[config.mk]
export PLATFORM = sky130hd
export DESIGN_NAME = lfsr_bit_stats
export DESIGN_NICKNAME = d
export VERILOG_FILES = /design/src/rtl/lfsr_pkg.sv /design/src/rtl/lfsr_bit_stats_sat_counter.sv /design/src/rtl/lfsr_bit_stats.sv
export SDC_FILE = /design/constraint.sdc
export NUM_CORES = 1
export LEC_CHECK = 0
export CORE_MARGIN = 3
export CORE_UTILIZATION = 55
export DETAILED_ROUTE_END_ITERATION = 8
export PLACE_DENSITY = 0.78
export SLEW_MARGIN = 20
export SYNTH_ARGS = -nofsm -noshare
export SYNTH_HDL_FRONTEND = slang
export SYNTH_HIERARCHICAL = 1
export SYNTH_SLANG_ARGS = --single-unit
[constraint.sdc]
create_clock -name clk -period 2.8 [get_ports clk]
set_input_delay 0.42 -clock clk [delete_from_list [all_inputs] [get_ports clk]]
set_output_delay 0.42 -clock clk [all_outputs]
set_load 0.1 [all_outputs]
[src/rtl/lfsr_pkg.sv]
// Shared types for the LFSR bit-statistics path: FSM state encoding and counter sizing.
// Pure declarations; no logic, latency or backpressure of its own.
package lfsr_pkg;

  typedef enum logic [1:0] {
    ST_IDLE  = 2'd0,
    ST_COUNT = 2'd1,
    ST_HOLD  = 2'd2
  } state_t;

  // Bits needed to hold values 0..n-1 (ceil(log2(n))).
  function automatic int clog2(input int n);
    int r;
    r = 0;
    for (int i = 0; i < 31; i++) begin
      if ((1 << i) < n) r = i + 1;
    end
    return r;
  endfunction

endpackage

[src/rtl/lfsr_bit_stats_sat_counter.sv]
// Saturating up-counter; clr loads inc (0 or 1) so a count can restart at 1 in one cycle.
// Latency: one cycle; no backpressure, holds at all-ones instead of wrapping.
module sat_counter #(
  parameter int W = 8
) (
  input  logic         clk,
  input  logic         reset,
  input  logic         clr,
  input  logic         inc,
  output logic [W-1:0] q
);

  always_ff @(posedge clk) begin
    if (reset) begin
      q <= '0;
    end else if (clr) begin
      q <= W'(inc);
    end else if (inc && !(&q)) begin
      q <= q + W'(1);
    end
  end

endmodule

[src/rtl/lfsr_bit_stats.sv]
// Windowed ones/zeros/transition/longest-run statistics; run tracking only with LFSR_BIT_STATS_RUN_EN.
// Latency: snapshot and done one cycle after the final sample edge; no backpressure, cont selects restart or hold.
module lfsr_bit_stats
  import lfsr_pkg::*;
#(
  parameter int CNT_W  = 16,
  parameter int WINDOW = 256,
  parameter int RUN_W  = 8
) (
  input  logic             clk,
  input  logic             reset,
  input  logic             start,
  input  logic             cont,
  input  logic             sh_en,
  input  logic             i0,
  output logic             busy,
  output logic             done,
  output logic [CNT_W-1:0] ones,
  output logic [CNT_W-1:0] zeros,
  output logic [CNT_W-1:0] transitions,
  output logic [RUN_W-1:0] max_run
);

  localparam int SCNT_W = clog2(WINDOW + 1);

  state_t            state, state_nx;
  logic [SCNT_W-1:0] scnt;
  logic              first;
  logic              prev_bit;

  logic              in_count, smp, win_end, start_acc, clr_live, diff;
  logic [CNT_W-1:0]  ones_q, zeros_q, trans_q;
  logic [CNT_W-1:0]  ones_nx, zeros_nx, trans_nx;
  logic [RUN_W-1:0]  max_nx;

  assign in_count  = (state == ST_COUNT);
  assign smp       = in_count && sh_en;
  assign win_end   = smp && (scnt == SCNT_W'(WINDOW - 1));
  assign start_acc = start && !in_count;
  assign clr_live  = start_acc || win_end;
  assign diff      = !first && (i0 != prev_bit);

  // Live counters restart at window end; the final sample reaches the snapshot via *_nx.
  sat_counter #(.W(CNT_W)) u_ones (
    .clk(clk), .reset(reset), .clr(clr_live), .inc(smp && i0 && !win_end), .q(ones_q)
  );
  sat_counter #(.W(CNT_W)) u_zeros (
    .clk(clk), .reset(reset), .clr(clr_live), .inc(smp && !i0 && !win_end), .q(zeros_q)
  );
  sat_counter #(.W(CNT_W)) u_trans (
    .clk(clk), .reset(reset), .clr(clr_live), .inc(smp && diff && !win_end), .q(trans_q)
  );

  assign ones_nx  = (i0 && !(&ones_q))    ? ones_q + CNT_W'(1)  : ones_q;
  assign zeros_nx = (!i0 && !(&zeros_q))  ? zeros_q + CNT_W'(1) : zeros_q;
  assign trans_nx = (diff && !(&trans_q)) ? trans_q + CNT_W'(1) : trans_q;

`ifdef LFSR_BIT_STATS_RUN_EN
  logic [RUN_W-1:0] run_q, run_nx, live_max;

  // A new run starts (clr with inc -> 1) on the first sample or on a bit change.
  sat_counter #(.W(RUN_W)) u_run (
    .clk(clk), .reset(reset),
    .clr(clr_live || (smp && (first || diff))),
    .inc(smp && !win_end),
    .q(run_q)
  );

  assign run_nx = (first || diff) ? RUN_W'(1) :
                  (&run_q)        ? run_q     : run_q + RUN_W'(1);
  assign max_nx = (run_nx > live_max) ? run_nx : live_max;

  always_ff @(posedge clk) begin
    if (reset || clr_live) begin
      live_max <= '0;
    end else if (smp) begin
      live_max <= max_nx;
    end
  end
`else
  assign max_nx = '0;
`endif

  always_comb begin
    state_nx = state;
    busy     = 1'b0;
    unique case (state)
      ST_IDLE, ST_HOLD: begin
        if (start) state_nx = ST_COUNT;
      end
      ST_COUNT: begin
        busy = 1'b1;
        if (win_end && !cont) state_nx = ST_HOLD;
      end
      default: state_nx = ST_IDLE;
    endcase
  end

  always_ff @(posedge clk) begin
    if (reset) begin
      state       <= ST_IDLE;
      scnt        <= '0;
      first       <= 1'b0;
      prev_bit    <= 1'b0;
      done        <= 1'b0;
      ones        <= '0;
      zeros       <= '0;
      transitions <= '0;
      max_run     <= '0;
    end else begin
      state <= state_nx;
      done  <= win_end;
      if (clr_live) begin
        scnt  <= '0;
        first <= 1'b1;
      end else if (smp) begin
        scnt  <= scnt + SCNT_W'(1);
        first <= 1'b0;
      end
      if (smp) prev_bit <= i0;
      if (win_end) begin
        ones        <= ones_nx;
        zeros       <= zeros_nx;
        transitions <= trans_nx;
        max_run     <= max_nx;
      end
    end
  end

endmodule
==> metrics.cfg <==
[grt]
grt_pass1_vias=5835
track_usage_pct=26.2
grt_max_degree=51
grt-ovfl-total=0
antenna_found_initial=0
grt_pass1_wl_um=27700

[timing]
slew_headroom_pct=33.5
holdWs_ps=457
skew_ps=8.07
maxSlewViolCount=0
fmaxAchievable_ghz=0.392
fin_crit_ps=2550
setup-violations-final=0
fin_ws_ps=247
worst_slew_pin_slew_ps=985
rsz0062_at_grt=no
setup_tns_ps=0
hold_viol_final=0
period_share_pct=91.2

[critical_path]
required_ps=3050
setup.worst_path.end_class=flip-flop
crit_fanout=13
arrival_ps=2800
critical_path_class=reg -> reg
start_kind=flip-flop
ff2ff_setup_slack_ps=250

[power_and_ir_drop]
finalPower_mw=3.16
power_density_nw_per_um2=438
p_leak_nw=2.32
ir_worst_vdd_uv=601

[final_layout]
multi_input_area_um2=3760
final_cell_mix=dfxtp_1, buf_4, nor2_1
nNetsFinal=831
final-seq-area_um2=2200
final_cell_count_no_fill=962
syn_to_final_growth_pct=16.6
layout-drive-gt1-share_pct=16.1
layout_commonest_cell=dfxtp_1
design_area_um2=7220
fill_cells=927
n_antenna_cell=0
fin_util_pct=66.0

[outcome]
outcome=completed

[synthesis]
ys_seq_elements=110
yosys-top-cells-area=dfxtp_1, nor2_1, a311oi_1, nand4_1, o31ai_1
synth_edf_count=0
yosys.cell_types.count=65
yosys.area_share.xor_xnor_pct=1.39
synth-warning-count=6
synthSimpleGateAreaFrac_pct=31.8
synth-async-reset-ratio_pct=0
synth_top_cell_by_area=dfxtp_1
synth_cells=750
yosys-mux-area-fraction_pct=1.62
synth_top_family_by_area=simple AND/OR/NAND/NOR gates
yosysSeqAreaShare_pct=35.6
synth_compound_area_share_pct=23.8
avgSynthCellArea_um2=8.26
synthFlopType=dfxtp_1
synthAdderAreaFrac_pct=1.62
synth_top_area_share_pct=35.6
synth_area_um2=6190

[clocking]
numCtsBuffers=9
clk_latency_ps=360
postCtsSetupRepairBufs=0
cts_resized=0
cts.sinks=110
cts_tree=yes
clk_pin_slew_worst_paths_ps=70
postCtsHoldBufs=0
root_buffer=clkbuf_16
cts_buffer_depth=2
cts.htree.levels=3

[route]
avgRoutedWirePerCell_um=17.2
drcViolationCount=0
vias_per_cell=6.59
ant_nets=0
vias=6344
drt_iter0_drc=442
first_pass_iters=5
wl_um=16600

[run]
drv_cap=0

[place]
post-place-cells=946
dpl_cell_area_um2=6900
port_buffers=55
dp_hpwl_um=11900
globalplace.congestion=0.916
dp_slack_ps=100

[floorplanning]
dieArea_um2=12600
die_y_um=112
ioPinCount=64
die_x_um=112
num_rows=38
start_util_pct=56.6
core-area_um2=10900

[min_path]
hp-class=reg -> reg

## area by class of cell
type	instances	area share, %
inverters	15	0.780
flip-flops and latches	110	30.5
repair buffers	91	9.74
well taps	140	2.43
multi-input cells	590	52.1
clock inverters	6	1.18
clock buffers	10	3.31
## layer usage
layer  wire length, µm  part of all wire [%]  vias to the layer above  track usage [%]
li1                  -                     -                     3060                -
met1              7100                    43                     3012             33.7
met2              7860                    47                      242             42.5
met3              1170                   7.1                       30             5.82
met4               445                   2.7                        0             10.7
met5                 0                     0                        -                0
## state kept, by name, indices dropped and copies added (netlist names)
| signal | count |
|---|---|
| u_zeros/q | 16 |
| scnt | 9 |
| zeros | 16 |
| prev_bit | 1 |
| state | 2 |
| transitions | 16 |
| u_ones/q | 16 |
| ones | 16 |
| u_trans/q | 16 |
| first | 1 |
| done | 1 |
## cells in the mapped netlist (5+ instances only)
cell type,instances
o21a_1,11
dfxtp_1,110
a31oi_1,7
nor2_1,82
o31ai_1,29
a2111oi_0,6
a21oi_1,43
clkbuf_1,21
nand2_1,57
and4_1,10
a32o_1,5
mux2i_1,10
nand3_1,38
and3_1,7
or4_1,23
buf_4,9
o21ai_0,22
a211oi_1,9
nand3_2,6
o311ai_0,5
xnor2_1,5
nor4_1,17
inv_1,15
a311oi_1,30
nand4_1,35
nor3_1,18
or3_1,23
buf_2,5
o41ai_1,5
ha_1,8
## report_power, final
| group | internal (mW) | switching, mW |
|---|---|---|
| Combinational | 0.0468 | 0.145 |
| Clock | 0.805 | 0.586 |
| Sequential | 1.57 | 0.0109 |
| Total | 2.42 | 0.742 |
## path summary, 6_finish.rpt
path                                      startpoint                    endpoint  cells past startpoint
worst min-delay path            ones[2]$_SDFFE_PP0P_        ones[2]$_SDFFE_PP0P_                      2
worst max register to register  scnt[0]$_SDFFE_PP0N_  u_trans/q[13]$_SDFFE_PP0P_                     10
worst max-delay path            scnt[0]$_SDFFE_PP0N_  u_trans/q[13]$_SDFFE_PP0P_                     10
worst min register to register  ones[2]$_SDFFE_PP0P_        ones[2]$_SDFFE_PP0P_                      2
## kinds of logic after synthesis
kind of cell,count (synthesis)
AOI/OAI and AO/OA,197
xor gates and xnor gates,9
adders and majority gates,8
buffers and inverters,57
DFF,110
muxes,10
other,1
and+or+nand+nor,358
## worst max-delay path, stage by stage, from the launching register on
cell and delay (ps):
dfxtp_1 380, ha_1 220, nand2_1 90, nor3_1 190
ha_1 330, nand4b_1 180, nand2_1 210, buf_4 230
or2_2 310, nor2_1 70, a41o_1 240
Power figures use the tool's default switching activity.
